## config.mk

```make
export PLATFORM = sky130hd
export DESIGN_NAME = seg_scan_ctrl
export DESIGN_NICKNAME = d
export VERILOG_FILES = /design/src/rtl/calc_pkg.sv /design/src/rtl/seg_decode.sv /design/src/rtl/seg_scan_ctrl.sv
export SDC_FILE = /design/constraint.sdc
export NUM_CORES = 1
export LEC_CHECK = 0
export CAP_MARGIN = 25
export CORE_MARGIN = 2
export CORE_UTILIZATION = 60
export CTS_BUF_LIST = sky130_fd_sc_hd__clkbuf_16
export CTS_CLUSTER_DIAMETER = 60
export CTS_CLUSTER_SIZE = 14
export DETAILED_ROUTE_END_ITERATION = 12
export DONT_BUFFER_PORTS = 1
export PLACE_DENSITY = 0.79
export SETUP_SLACK_MARGIN = 0.5
export SLEW_MARGIN = 15
export SYNTH_ARGS = -nofsm -noshare
export SYNTH_HDL_FRONTEND = slang
export SYNTH_SLANG_ARGS = --single-unit
export TNS_END_PERCENT = 5
```

## constraint.sdc

```tcl
create_clock -name clk -period 5.5 [get_ports clk]
set_input_delay 1.1 -clock clk [delete_from_list [all_inputs] [get_ports clk]]
set_output_delay 1.1 -clock clk [all_outputs]
set_load 0.005 [all_outputs]
```

## src/rtl/calc_pkg.sv

```systemverilog
// Shared definitions for the calculator display path: widths, 7-segment
// codes (segment order {a,b,c,d,e,f,g,dp}, active-high), conversion FSM
// states and the double-dabble nibble correction.
package calc_pkg;

  localparam int unsigned BIN_W = 10;
  localparam int unsigned BCD_W = 12;
  localparam int unsigned CNT_W = 4;
  localparam int unsigned SEG_W = 8;
  localparam int unsigned DIG_N = 3;

  localparam logic [BIN_W-1:0] MAX_VALUE = 10'd999;

  localparam logic [SEG_W-1:0] SEG_0     = 8'hfc;
  localparam logic [SEG_W-1:0] SEG_1     = 8'h60;
  localparam logic [SEG_W-1:0] SEG_2     = 8'hda;
  localparam logic [SEG_W-1:0] SEG_3     = 8'hf2;
  localparam logic [SEG_W-1:0] SEG_4     = 8'h66;
  localparam logic [SEG_W-1:0] SEG_5     = 8'hb6;
  localparam logic [SEG_W-1:0] SEG_6     = 8'hbe;
  localparam logic [SEG_W-1:0] SEG_7     = 8'he0;
  localparam logic [SEG_W-1:0] SEG_8     = 8'hfe;
  localparam logic [SEG_W-1:0] SEG_9     = 8'hf6;
  localparam logic [SEG_W-1:0] SEG_E     = 8'h9e;
  localparam logic [SEG_W-1:0] SEG_BLANK = 8'h00;

  typedef enum logic [1:0] {
    IDLE   = 2'd0,
    CONV   = 2'd1,
    COMMIT = 2'd2
  } state_t;

  // Shift-add-3 correction applied to a BCD nibble before each shift.
  function automatic logic [3:0] dabble_adj(input logic [3:0] n);
    return (n >= 4'd5) ? 4'(n + 4'd3) : n;
  endfunction

endpackage

```

## src/rtl/seg_decode.sv

```systemverilog
// Combinational 7-segment lookup for one digit.
// Ports: digit  - BCD digit 0..9
//        blank  - force all segments off
//        err    - show 'E' (wins over blank)
//        seg_c  - segment code {a,b,c,d,e,f,g,dp}
module seg_decode
  import calc_pkg::*;
(
  input  logic [3:0]       digit,
  input  logic             blank,
  input  logic             err,
  output logic [SEG_W-1:0] seg_c
);

  always_comb begin
    seg_c = SEG_BLANK;
    if (err) begin
      seg_c = SEG_E;
    end else if (!blank) begin
      case (digit)
        4'd0:    seg_c = SEG_0;
        4'd1:    seg_c = SEG_1;
        4'd2:    seg_c = SEG_2;
        4'd3:    seg_c = SEG_3;
        4'd4:    seg_c = SEG_4;
        4'd5:    seg_c = SEG_5;
        4'd6:    seg_c = SEG_6;
        4'd7:    seg_c = SEG_7;
        4'd8:    seg_c = SEG_8;
        4'd9:    seg_c = SEG_9;
        default: seg_c = SEG_BLANK;
      endcase
    end
  end

endmodule

```

## src/rtl/seg_scan_ctrl.sv

```systemverilog
// Three-digit 7-segment display controller: sequential binary-to-BCD
// conversion (double-dabble) plus a free-running digit scanner.
// Ports: clk, rst (async, active-high)
//        load/value - request to show a 10-bit value (ignored while busy)
//        busy       - conversion in progress
//        done       - one-cycle pulse when bcd/err are committed
//        bcd, err   - committed digits {hundreds,tens,units} / overflow flag
//        seg        - segment bus {a..g,dp}, active-high
//        dig_sel    - digit enables, active-low (bit0 = units)
module seg_scan_ctrl
  import calc_pkg::*;
#(
  parameter int unsigned SCAN_DIV = 50000,
  parameter bit          BLANK_LZ = 1'b1
) (
  input  logic             clk,
  input  logic             rst,
  input  logic             load,
  input  logic [BIN_W-1:0] value,
  output logic             busy,
  output logic             done,
  output logic [BCD_W-1:0] bcd,
  output logic             err,
  output logic [SEG_W-1:0] seg,
  output logic [DIG_N-1:0] dig_sel
);

  localparam int unsigned DIV_W = $clog2(SCAN_DIV);

  state_t           state, state_nxt;
  logic [BIN_W-1:0] bin_sr;
  logic [BCD_W-1:0] bcd_acc, bcd_adj_c;
  logic [CNT_W-1:0] bit_cnt;
  logic             err_flag;
  logic             in_range_c, capture_c, reject_c, shift_c, commit_c;

  assign in_range_c = (value <= MAX_VALUE);

  // State register; busy is registered alongside so it tracks state exactly.
  always_ff @(posedge clk or posedge rst) begin
    if (rst) begin
      state <= IDLE;
      busy  <= 1'b0;
    end else begin
      state <= state_nxt;
      busy  <= (state_nxt != IDLE);
    end
  end

  // Next-state logic.
  always_comb begin
    state_nxt = state;
    case (state)
      IDLE:    if (load) state_nxt = in_range_c ? CONV : COMMIT;
      CONV:    if (bit_cnt == CNT_W'(1)) state_nxt = COMMIT;
      COMMIT:  state_nxt = IDLE;
      default: state_nxt = IDLE;
    endcase
  end

  // Datapath strobes decoded from state.
  always_comb begin
    capture_c = 1'b0;
    reject_c  = 1'b0;
    shift_c   = 1'b0;
    commit_c  = 1'b0;
    case (state)
      IDLE: begin
        capture_c = load && in_range_c;
        reject_c  = load && !in_range_c;
      end
      CONV:    shift_c  = 1'b1;
      COMMIT:  commit_c = 1'b1;
      default: ;
    endcase
  end

  // Add-3 on every nibble >= 5 before the shift.
  always_comb begin
    bcd_adj_c = bcd_acc;
    for (int i = 0; i < DIG_N; i++) begin
      bcd_adj_c[4*i +: 4] = dabble_adj(bcd_acc[4*i +: 4]);
    end
  end

  // Conversion shift register and accumulator.
  always_ff @(posedge clk or posedge rst) begin
    if (rst) begin
      bin_sr   <= '0;
      bcd_acc  <= '0;
      bit_cnt  <= '0;
      err_flag <= 1'b0;
    end else if (capture_c) begin
      bin_sr   <= value;
      bcd_acc  <= '0;
      bit_cnt  <= CNT_W'(BIN_W);
      err_flag <= 1'b0;
    end else if (reject_c) begin
      err_flag <= 1'b1;
    end else if (shift_c) begin
      {bcd_acc, bin_sr} <= {bcd_adj_c[BCD_W-2:0], bin_sr, 1'b0};
      bit_cnt           <= bit_cnt - CNT_W'(1);
    end
  end

  // Committed result: the only registers the display reads.
  always_ff @(posedge clk or posedge rst) begin
    if (rst) begin
      bcd  <= '0;
      err  <= 1'b0;
      done <= 1'b0;
    end else begin
      done <= commit_c;
      if (commit_c) begin
        bcd <= err_flag ? BCD_W'(0) : bcd_acc;
        err <= err_flag;
      end
    end
  end

  // Free-running scan divider and digit index.
  logic [DIV_W-1:0] div_cnt;
  logic [1:0]       dig_idx;

  always_ff @(posedge clk or posedge rst) begin
    if (rst) begin
      div_cnt <= '0;
      dig_idx <= 2'd0;
    end else if (div_cnt == DIV_W'(SCAN_DIV - 1)) begin
      div_cnt <= '0;
      dig_idx <= (dig_idx == 2'd2) ? 2'd0 : 2'(dig_idx + 2'd1);
    end else begin
      div_cnt <= DIV_W'(div_cnt + DIV_W'(1));
    end
  end

  // Pick the nibble, its leading-zero blank and its enable for this slot.
  logic [3:0]       sel_digit_c;
  logic             sel_blank_c;
  logic [DIG_N-1:0] sel_en_c;
  logic [SEG_W-1:0] seg_code_c;

  always_comb begin
    sel_digit_c = bcd[3:0];
    sel_blank_c = 1'b0;
    sel_en_c    = 3'b110;
    case (dig_idx)
      2'd1: begin
        sel_digit_c = bcd[7:4];
        sel_blank_c = BLANK_LZ && (bcd[11:8] == 4'd0) && (bcd[7:4] == 4'd0);
        sel_en_c    = 3'b101;
      end
      2'd2: begin
        sel_digit_c = bcd[11:8];
        sel_blank_c = BLANK_LZ && (bcd[11:8] == 4'd0);
        sel_en_c    = 3'b011;
      end
      default: ;
    endcase
  end

  seg_decode u_seg_decode (
    .digit (sel_digit_c),
    .blank (sel_blank_c),
    .err   (err),
    .seg_c (seg_code_c)
  );

  // seg and dig_sel share one register stage so they switch together.
  always_ff @(posedge clk or posedge rst) begin
    if (rst) begin
      seg     <= SEG_BLANK;
      dig_sel <= 3'b111;
    end else begin
      seg     <= seg_code_c;
      dig_sel <= sel_en_c;
    end
  end

endmodule

```

==> results of run 1 <==
[cell families (layout without fill, tap and decap cells)]
kind of cell	after synthesis	count (layout)	share of synthesized area, %
and+or+nand+nor	127	127	17.2
AOI/OAI and AO/OA	72	72	13.0
DFF	72	72	51.7
buffers and inverters	33	36	4.02
xor gates and xnor gates	20	20	5.02
adders and majority gates	18	18	6.45
muxes	8	8	2.44
other	1	1	0.107
[metrics by stage]
stage | hold WS (ns) | total power (W) | util, % | worst slack (ns) | instance area [um2]
4_1_cts | 0.486 | 0.00199 | 68.4 | 2.78 | 3810
2_1_floorplan | 0.445 | 0.00129 | - | 2.58 | 3490
6_report | 0.484 | 0.00198 | 68.4 | 2.76 | 3810
5_1_grt | 0.498 | 0.00214 | 68.4 | 2.52 | 3810
3_5_place_dp | 0.469 | 0.00143 | 63.2 | 2.44 | 3520
3_3_place_gp | 0.460 | 0.00140 | 63.2 | 2.54 | 3520
[power breakdown]
group          total (W)  internal [W]  switching [W]
Sequential      0.000827      0.000682       0.000145
Clock           0.000557      0.000346       0.000211
Combinational   0.000598      0.000249       0.000349
[final cells by class]
class                      count  area, um2
timing repair buffer           2       15.0
inverter                      18       67.6
clock inverter                 7       62.6
tap                           72       90.1
fill                         423       1760
multi-input combinational    246       1540
sequential                    72       1810
clock buffer                   9        225
[flip-flops by register name (all words and copies together), names as in the netlist]
name and count:
div_cnt 16, bit_cnt 4, dig_idx 2, err 1
state 2, dig_sel 3, err_flag 1, busy 1
seg 7, bcd_acc 12, done 1, bin_sr 10
bcd 12
[tightest hold or removal path: stages, from the launching register on]
cell and delay [ns]:
sky130_fd_sc_hd__dfrtp_1 0.35, sky130_fd_sc_hd__nand2_1 0.05, sky130_fd_sc_hd__nand2_1 0.06
[worst min path at each step]
stage	endpoint	startpoint	slack, ns
after global routing	bin_sr[6]	bin_sr[6]	0.50
after global placement	bin_sr[6]	bin_sr[6]	0.46
final	bin_sr[4]	bin_sr[4]	0.48
after CTS	bin_sr[4]	bin_sr[4]	0.49
after detailed placement	bin_sr[5]	bin_sr[5]	0.47
after floorplan	bin_sr[7]	bin_sr[7]	0.45
[layout by cell type (no fill, tap or decap), types with 11 or more instances in the layout]
| cell | n |
|---|---|
| sky130_fd_sc_hd__a21oi_1 | 15 |
| sky130_fd_sc_hd__a22oi_1 | 11 |
| sky130_fd_sc_hd__dfrtp_1 | 69 |
| sky130_fd_sc_hd__ha_1 | 18 |
| sky130_fd_sc_hd__inv_1 | 17 |
| sky130_fd_sc_hd__nand2_1 | 53 |
| sky130_fd_sc_hd__nand2b_1 | 15 |
| sky130_fd_sc_hd__nor2_1 | 27 |
| sky130_fd_sc_hd__o21ai_0 | 19 |
| sky130_fd_sc_hd__xnor2_1 | 11 |
[metal layers]
| metal | share of wire, % | wire length (um) | vias to the layer above |
|---|---|---|---|
| met1 | 44 | 2830 | 1182 |
| met2 | 49 | 3160 | 62 |
| met4 | 1.8 | 118 | 0 |
| met5 | 0 | 0 | - |
| met3 | 5.2 | 332 | 12 |
| li1 | - | - | 1190 |
[synth_stat cells (all sizes together) (5+ instances only)]
master and number:
nand4 5, ha 18, nor2 27, o31ai 6
a21oi 15, dfrtp 69, nor3 5, nand2 53
o22ai 7, xnor2 11, a22oi 11, o21ai 19
nand3 9, buf 8, inv 18, xor2 9
nand2b 15, clkbuf 7
==> summary by stage, run 1 <==
Timing
The clock period minus final worst setup slack is around 2.7 ns. For the final database, setup skew stands at ~0.0037 ns. Setup repair after global routing left no endpoint under its margin. The number of failing hold endpoints at the final stage came to 0. The maximum clock rate is 365 MHz. The final critical-path share of the clock period is 49.8%. The final-report max-slew violation count came to 0. For the pin with the worst max-slew slack, the measured transition is 0.979 ns. The sum of negative setup slack is 0 ns.

The number of endpoints failing setup at the final stage is 0. Headroom to the max-slew limit came out at 34.8%.

Clocking
Gates resized during post-CTS repair numbered 0. The maximum buffer depth of the clock tree is 2. The number of setup buffers added after CTS is 0. The root cell of the clock tree is sky130_fd_sc_hd__clkbuf_16. The clock slew at the register clock pins of the worst setup and hold paths is 0.06 ns. The total of hold buffers inserted after clock tree synthesis is 0. Buffers inserted during clock tree synthesis total 9.

The TritonCTS clock tree is done. At the later pin of the worst-skew pair, clock insertion delay measures 0.33 ns. For this design, the sink count on the clock tree is between 70 and 80. In this run the number of H-tree levels came out at 3.

Synthesis
The sequential cell area fraction in the yosys report is between 50% and 60%. The post-synthesis instance total is 351. The fraction of synthesized cell area taken by the top area cell type is 49.5%. The cell type with the highest aggregate area in the netlist is sky130_fd_sc_hd__dfrtp_1. Ranked by total cell area, the synthesized netlist is headed by sky130_fd_sc_hd__dfrtp_1 (49%), sky130_fd_sc_hd__ha_1 (6.5%), sky130_fd_sc_hd__nand2_1 (5.7%), sky130_fd_sc_hd__nor2_1 (2.9%), sky130_fd_sc_hd__xnor2_1 (2.8%). The flop and latch count out of synthesis is 72. The average instance area after synthesis is 9.94 um2. For this run, the leading register cell type out of synthesis is sky130_fd_sc_hd__dfrtp_1.

Yosys printed 0 warnings. The number of nets produced by synthesis is 382. Counting flops with an async set or reset pin after synthesis yields a share of 100%. In this run, distinct cell masters in the synthesized netlist total 41. Summing every instance area after synthesis gives 0.00349 mm2.

The number of enable flip-flop cells after synthesis is 0.

Hold path
The hold-critical path depth is 2. The tightest min-delay check is of the register to register type.

Route
The post-detailed-route via-to-cell ratio is ~5.7. For this block, the via count after detailed routing is 2446. The post-detailed-route DRC marker count is 0.

The number of nets still failing antenna checks after routing is 0. The average routed wire per standard cell is 15.1 um. The number of detailed-route iterations in the first pass is 4. The iteration-0 DRC count of the detailed router is 102. The overall routed net length is around 6400 um.

Critical path
The largest driver fanout on the critical path is 27. In this run the worst setup path begins at load. For flop-to-flop paths, the worst setup slack is 3.08 ns. The largest single stage delay on the critical path is ~0.76 ns. Data on the critical path arrives at its endpoint at 2.95 ns.

The data required time at the worst endpoint is 5.72 ns. The count of buffer and inverter cells on the critical path is 0. The category of the worst setup path capture point is a register.

In this run the critical register-to-register path is captured at bcd_acc[3]. For the worst flop-to-flop path, the logic depth is 5. The signal on the critical path passes through nor3b_1, o21a_1, nor2_1, o21ai_0, nand2_1. On the critical path, the stage with the largest delay is an instance of sky130_fd_sc_hd__o21a_1. The launch instance of the worst register-to-register path is state[1].

The worst setup path is launched from an input pin. The worst setup path endpoint is bcd_acc[3]. The type of the setup path with the least slack is input pin to register. The number of stages on the worst setup path is 5. The family of cells with the greatest summed delay on the critical path is compound AO/OA/AOI/OAI gates.

Final layout
From synthesis to final layout, the design area changed by 9.18%. For this run, the post-layout net count is 380. The post-route netlist has 7.91% of its cells at a drive strength greater than 1.

The antenna diode instance count is 0. Once layout is complete, the cells apart from fillers number roughly 430.

Floorplan
The starting utilization of the core area is 62.6%. In this run the core area contains 27 standard-cell rows. The die area is 0.00644 mm2.

The top-level I/O count is 39. The core footprint is about 0.0056 mm2. Measured along the x axis, the die boundary spans 80.3 um. The die is between 80 and 90 um tall.

Global routing
The first-pass GRT wire length is 11400 um. The met1 usage in global routing is 30.3%. Entering global routing, the biggest net connects 73 pins. The total global routing overflow is 0.

The initial antenna violation count was 0. The most congested layer reported by global routing is met2. In the global route stage, met2 resource usage came out at 36.0%. The overall routing resource usage is 23.2%. The via count of the first global-routing pass came to 2382. In the global route stage, met3 resource usage came out at 6.97%.

Status
The run finished with clean final reports.

Placed design
Routability-driven placement finished with a final weighted congestion of 0.850. After detailed placement, the design holds a cell count of 410. The half-perimeter wire length of the detailed placement result is 4350 um. Buffers placed on the I/O ports in this run total 0.

Power
For this design the static power due to leakage is 1.73 nW. The worst vdd rail ir drop is 0.000343 V. The ratio of total power to cell area is 520 mW/mm2.

Flow run
The tool flagged a number of max-cap violations equal to 0.
No activity file was read; power rests on OpenSTA's default activity.
==> inputs of run 2 (changes only) <==
clock period = 2.8 ns   (was 5.5 ns; I/O delays follow)
==> summary by stage, run 2 (synthesis results as in run 1) <==
Timing
The final critical-path share of the clock period is 77.5%. The routed design could run at a clock period as short as 2.17 ns. The number of endpoints failing setup at the final stage is 0 (unchanged).

The maximum clock skew at final layout is 0.00462 ns (was 0.00366 ns). The maximum clock rate is 461 MHz. The number of failing hold endpoints at the final stage is 0 (unchanged).

Setup repair after global routing missed its margin: no (unchanged). The final-report max-slew violation count is 0 (unchanged). The sum of negative setup slack is 0 ns (unchanged).

The headroom to the max-slew limit came to 43.5% (was 34.8%). The slew at the pin closest to its max-slew limit was 0.847 ns (was 0.979 ns).

Critical path
The type of the setup path with the least slack is register to register (was input pin to register). The reg-to-reg setup timing slack is 0.63 ns (was 3.08 ns). The data arrival time of the worst path is 2.38 ns (was 2.95 ns).

The startpoint class of the critical path is a register (was input pin). The data required time at the worst endpoint is 3.01 ns (was 5.72 ns). The largest driver fanout on the critical path is 6 (was 27). The category of the worst setup path capture point was a register (unchanged).

Global routing
The total global routing overflow came to 0 (unchanged). The via count of the first global-routing pass came to 2505 (was 2382). The first-pass GRT wire length is 11900 um (was 11400 um). The overall routing resource usage came to 24.6% (was 23.2%). The met1 usage in global routing came to 30.7% (was 30.3%). The fraction of met3 tracks used by global routing is 5.28% (was 6.97%). The initial antenna violation count was 0 (unchanged). The most congested layer reported by global routing was met2 (unchanged). The met2 usage came to 40.2% (was 36.0%). The largest net degree at the start of global routing is 73 (unchanged).

Final layout
Largest regs: div_cnt (16), bcd (12), bcd_acc (12) (unchanged). The fraction of final layout cells sized beyond drive strength 1 is 8.64% (was 7.91%). The layout overhead on the synthesized area is 11.0% (was 9.18%).

The final layout net count is 385 (was 380). The most common cell after layout, fill and taps aside was sky130_fd_sc_hd__dfrtp_1 (unchanged). Commonest cells after routing, fill and taps aside: sky130_fd_sc_hd__dfrtp_1 (69), sky130_fd_sc_hd__nand2_1 (53), sky130_fd_sc_hd__nor2_1 (27) (unchanged). The share of the core filled with cells in the final layout is 69.5% (was 68.4%). The antenna diode instance count is 0 (unchanged).

The flip-flop count of the largest register, all copies and words added is 16 (unchanged). The cell area after layout is 0.00387 mm2 (was 0.00381 mm2). The top register by number of flip-flops was div_cnt (unchanged).

Clocking
The root cell of the clock tree is sky130_fd_sc_hd__clkbuf_16 (unchanged). The total of hold buffers inserted after clock tree synthesis is 0 (unchanged). The number of levels the H-tree was split into is 3 (unchanged). The number of setup buffers added after CTS is 0 (unchanged).

The number of CTS-inserted buffers is 9 (unchanged). The TritonCTS clock tree is done (unchanged). The clock latency on the worst-skew pair is 0.33 ns (about the same). The clock slew at the register clock pins of the worst setup and hold paths is 0.06 ns (about the same). The maximum buffer depth of the clock tree is 2 (unchanged). The number of clock sinks is 72 (unchanged).

Floorplan
The height of the chip came to 80.3 um (unchanged). The top-level I/O count was 39 (unchanged). The die area is 0.00644 mm2 (unchanged). The core footprint is 0.00557 mm2 (unchanged). The starting utilization of the core area is 62.6% (unchanged). The number of core rows is 27 (unchanged).

The overall die width is 80.3 um (unchanged).

Route
The post-detailed-route via-to-cell ratio was 5.78 (was 5.74). The total via count after detailed routing is 2492 (was 2446). The average routed wire per standard cell is 16.3 um (was 15.1 um). The number of nets still failing antenna checks after routing is 0 (unchanged).

The number of detailed-route iterations in the first pass is 4 (unchanged). The overall routed net length is 7030 um (was 6440 um). The iteration-0 DRC count of the detailed router came to 101 (was 102). The post-detailed-route DRC marker count was 0 (unchanged).

Placed design
The half-perimeter wire length of the detailed placement result was 4630 um (was 4350 um). The total placed instance area is 0.00358 mm2 (was 0.00352 mm2). The weighted congestion reported at the end of routability-driven placement was 0.880 (was 0.850).

The port buffer count came to 0 (unchanged).

Power
The ratio of total power to cell area was 1020 mW/mm2 (was 520 mW/mm2). The power consumption is 0.00395 W (was 0.00198 W). The leakage dissipation is 1.76 nW (was 1.73 nW). The worst vdd rail ir drop is 0.000610 V (was 0.000343 V).

Flow run
The count of max-cap constraint violations is 0 (unchanged).

Status
Status: complete, no violations (unchanged).

Hold path
The class of the most critical hold timing path was input pin to async pin (was register to register).
run 2: changes by cell type in the layout (fill, tap and decap cells not counted), sizes merged:
cell | before | now
buf | 2 | 7
clkinv | 5 | 2
inv | 18 | 20
clkinvlp | 1 | 2
run 2: layer usage:
metal	vias to the layer above	wire (um)
met5	-	0
met4	0	155
met3	11	253
met2	56	3620
met1	1227	3000
li1	1198	-
run 2: what timing repair did:
action / 4_1_cts / 5_1_grt
setup endpoints to repair: 1 / 6
pin swaps: 0 / 0
resized for setup: 1 / 2
run 2: worst max-delay path, stage by stage, from the launching register on:
cell,delay (ns)
sky130_fd_sc_hd__dfrtp_1,0.41
sky130_fd_sc_hd__inv_1,0.14
sky130_fd_sc_hd__ha_1,0.33
sky130_fd_sc_hd__a22oi_1,0.15
sky130_fd_sc_hd__a21oi_2,0.29
sky130_fd_sc_hd__inv_1,0.14
sky130_fd_sc_hd__ha_1,0.20
sky130_fd_sc_hd__inv_1,0.08
sky130_fd_sc_hd__nor2_1,0.05
sky130_fd_sc_hd__o31a_1,0.26
run 2: where the power goes:
part	switching, W	internal, W	leakage, nW
combinational	0.000718	0.000522	0.705
clock	0.000409	0.000674	0.147
sequential	0.000292	0.00134	0.906
run 2: area by class of cell:
cell class | instances | area, um2
flip-flops and latches | 72 | 1810
fillers | 404 | 1700
multi-input cells | 246 | 1560
clock buffers | 9 | 225
well taps | 72 | 90.1
inverters | 18 | 71.3
repair buffers | 7 | 65.1
clock inverters | 7 | 57.6
run 2: worst paths after layout:
check	depth (start not counted)	endpoint	startpoint
min in group clk	2	bin_sr[0]	value[0]
min	2	div_cnt[6]	rst
max reg2reg	9	seg[2]	dig_idx[0]
max in group asynchronous	2	dig_sel[2]	rst
max	9	seg[2]	dig_idx[0]
min reg2reg	2	bin_sr[3]	bin_sr[3]
run 2: through the flow:
step | worst slack [ns] | hold WS, ns | instances
floorplan | 0.766 | 0.445 | 351
global placement | 0.664 | 0.459 | 415
detailed placement | 0.572 | 0.468 | 415
CTS | 0.523 | 0.216 | 431
global route | 0.539 | 0.242 | 431
finish | 0.630 | 0.204 | 431
==> inputs of run 3 (changes only) <==
clock period = 2.04 ns   (was 2.8 ns; I/O delays follow)
==> summary by stage, run 3 (synthesis results as in run 1) <==
Status
Status: complete, no violations (unchanged).

Timing
Setup repair after global routing missed its margin: yes (was no). The maximum clock rate was 499 MHz (was 461 MHz). The final-report max-slew violation count is 0 (unchanged). The final critical-path share of the clock period was 98.2% (was 77.5%). The number of failing hold endpoints at the final stage is 0 (unchanged). The maximum clock skew at final layout was 0.00594 ns (was 0.00462 ns). The slew at the pin closest to its max-slew limit is 0.576 ns (was 0.847 ns).

The headroom to the max-slew limit came to 61.5% (was 43.5%). The clock period minus final worst setup slack is 2.00 ns (was 2.17 ns). The number of endpoints failing setup at the final stage is 0 (unchanged). The final-layout worst hold slack is 0.00363 ns (was 0.204 ns).

Final layout
The layout overhead on the synthesized area is 18.0% (was 11.0%). The fraction of final layout cells sized beyond drive strength 1 is 19.0% (was 8.64%). The number of cells in the finished layout apart from fillers is 440 (was 431). Commonest cells after routing, fill and taps aside: sky130_fd_sc_hd__dfrtp_1 (69), sky130_fd_sc_hd__nand2_1 (53), sky130_fd_sc_hd__o21ai_0 (18) (was sky130_fd_sc_hd__dfrtp_1 (69), sky130_fd_sc_hd__nand2_1 (53), sky130_fd_sc_hd__nor2_1 (27)). The top register by number of flip-flops is div_cnt (unchanged). The antenna diode instance count is 0 (unchanged). Largest regs: div_cnt (16), bcd (12), bcd_acc (12) (unchanged). The flip-flop count of the largest register, all copies and words added was 16 (unchanged). The final layout net count is 395 (was 385). The most common cell after layout, fill and taps aside is sky130_fd_sc_hd__dfrtp_1 (unchanged).

Placed design
The half-perimeter wire length of the detailed placement result is 4950 um (was 4630 um). The port buffer count is 0 (unchanged). The placed instance count was 421 (was 415).

The weighted congestion reported at the end of routability-driven placement is 0.805 (was 0.880).

Global routing
The overall routing resource usage is 24.5% (was 24.6%). The largest net degree at the start of global routing came to 35 (was 73). The total global routing overflow is 0 (unchanged). The first-pass GRT wire length came to 12000 um (was 11900 um). The via count of the first global-routing pass is 2529 (was 2505). The initial antenna violation count is 0 (unchanged).

Critical path
The library cell contributing the largest single delay on the critical path is sky130_fd_sc_hd__or4b_4 (was sky130_fd_sc_hd__dfrtp_1). The data required time at the worst endpoint is 2.25 ns (was 3.01 ns). The highest cell delay on the worst timing path was 0.45 ns (was 0.41 ns). The category of the worst setup path capture point is a register (unchanged). The data arrival time of the worst path is 2.21 ns (was 2.38 ns). The launch instance of the worst register-to-register path is dig_idx[1] (was dig_idx[0]). Cell breakdown of the critical path: inv_2, ha_4, or4b_4, or3_4, a21o_1, o31a_1 (was inv_1, ha_1, a22oi_1, a21oi_2, inv_1, ha_1, inv_1, nor2_1, o31a_1).

The largest driver fanout on the critical path is 4 (was 6). The startpoint class of the critical path is a register (unchanged). The start point of the critical path is dig_idx[1] (was dig_idx[0]). The number of cells on the worst reg-to-reg path was 6 (was 9). The reg-to-reg setup timing slack is 0.04 ns (was 0.63 ns). The worst reg2reg path endpoint is seg[2] (unchanged). The type of the setup path with the least slack was register to register (unchanged).

Clocking
The TritonCTS clock tree is done (unchanged). The total of hold buffers inserted after clock tree synthesis is 0 (unchanged). The root cell of the clock tree is sky130_fd_sc_hd__clkbuf_16 (unchanged). The number of CTS-inserted buffers was 9 (unchanged). The number of clock sinks came to 72 (unchanged). The clock latency on the worst-skew pair is 0.33 ns (about the same).

The number of levels the H-tree was split into is 3 (unchanged). The clock slew at the register clock pins of the worst setup and hold paths is 0.06 ns (about the same). The maximum buffer depth of the clock tree is 2 (unchanged).

Floorplan
The overall die width is 80.3 um (unchanged). The height of the chip is 80.3 um (unchanged). The number of core rows was 27 (unchanged). The die area is 0.00644 mm2 (unchanged). The core footprint is 0.00557 mm2 (unchanged). The top-level I/O count was 39 (unchanged).

The starting utilization of the core area came to 62.6% (unchanged).

Route
The number of detailed-route iterations in the first pass is 5 (was 4). The number of nets still failing antenna checks after routing was 0 (unchanged). The average routed wire per standard cell is 16.9 um (was 16.3 um). The total via count after detailed routing is 2549 (was 2492). The iteration-0 DRC count of the detailed router is 184 (was 101). The post-detailed-route via-to-cell ratio is 5.79 (was 5.78). The post-detailed-route DRC marker count came to 0 (unchanged).

The overall routed net length is 7450 um (was 7030 um).

Power
The ratio of total power to cell area came to 1350 mW/mm2 (was 1020 mW/mm2). The worst vdd rail ir drop is 0.000752 V (was 0.000610 V). The leakage dissipation is 1.83 nW (was 1.76 nW). The proportion of total power due to net switching came to 36.2% (was 35.9%). The share of total power in the clock network is 26.8% (was 27.4%).

The sequential cell fraction of total power was 40.3% (was 41.3%). The relative contribution of combinational cells to total power is 32.9% (was 31.4%). The switching component of the power came to 0.00202 W (was 0.00142 W). The internal power was 0.00355 W (was 0.00254 W).

Flow run
The count of max-cap constraint violations is 0 (unchanged).

Hold path
The class of the most critical hold timing path is input pin to async pin (unchanged).
[run 3: through the flow]
step | util [%] | total power [W] | TNS (ns) | area (um2) | setup slack, ns
after global placement | 65.0 | 0.00386 | -0.0144 | 3620 | -0.0107
after floorplan | - | 0.00348 | 0 | 3490 | 0.00567
after detailed placement | 65.0 | 0.00397 | -0.453 | 3620 | -0.115
after global routing | 73.9 | 0.00593 | -0.0483 | 4120 | -0.0200
after CTS | 70.5 | 0.00546 | 0 | 3930 | 0.0428
final | 73.9 | 0.00557 | 0 | 4120 | 0.0366
[run 3: repair_timing]
action | CTS | global route
endpoints found under the setup margin | 25 | 41
pin swaps | 1 | 16
resized for setup | 4 | 43
setup buffers | 2 | 2
[run 3: worst max-delay path by stage]
| stage | end |
|---|---|
| global route | seg[2] |
| global placement | seg[4] |
| finish | seg[2] |
| CTS | seg[2] |
| floorplan | seg[2] |
| detailed placement | seg[4] |
[run 3: power groups by stage]
| stage | clock network (W) | logic, W | registers, W |
|---|---|---|---|
| 6_report | 0.00149 | 0.00183 | 0.00224 |
| 5_1_grt | 0.00156 | 0.00205 | 0.00231 |
| 4_1_cts | 0.00149 | 0.00175 | 0.00222 |
| 3_5_place_dp | 0 | 0.00173 | 0.00224 |
| 3_3_place_gp | 0 | 0.00163 | 0.00223 |
| 2_1_floorplan | 0 | 0.00136 | 0.00211 |
[run 3: cell type report]
cell class	instances	area, um2
tap	72	90.1
clock buffer	9	225
multi-input combinational	246	1730
timing repair buffer	17	148
inverter	18	71.3
fill	352	1460
clock inverter	6	53.8
sequential	72	1810
[run 3: worst max-delay path, delay by kind of cell (launching register included)]
family,cells,cell delay (ns)
simple gates,2,0.82
flops,1,0.37
compound gates,2,0.35
fa+ha+maj,1,0.27
buf+inv,1,0.07
[run 3: metal layers]
metal  track usage [%]  wire length [um]  vias up  share of wire (%)
li1                  -                 -     1228                  -
met1              29.2              3070     1249                 41
met2              41.8              3950       64                 53
met3              6.07               346        8                4.6
met4              10.7                92        0                1.2
met5                 0                 0        -                  0
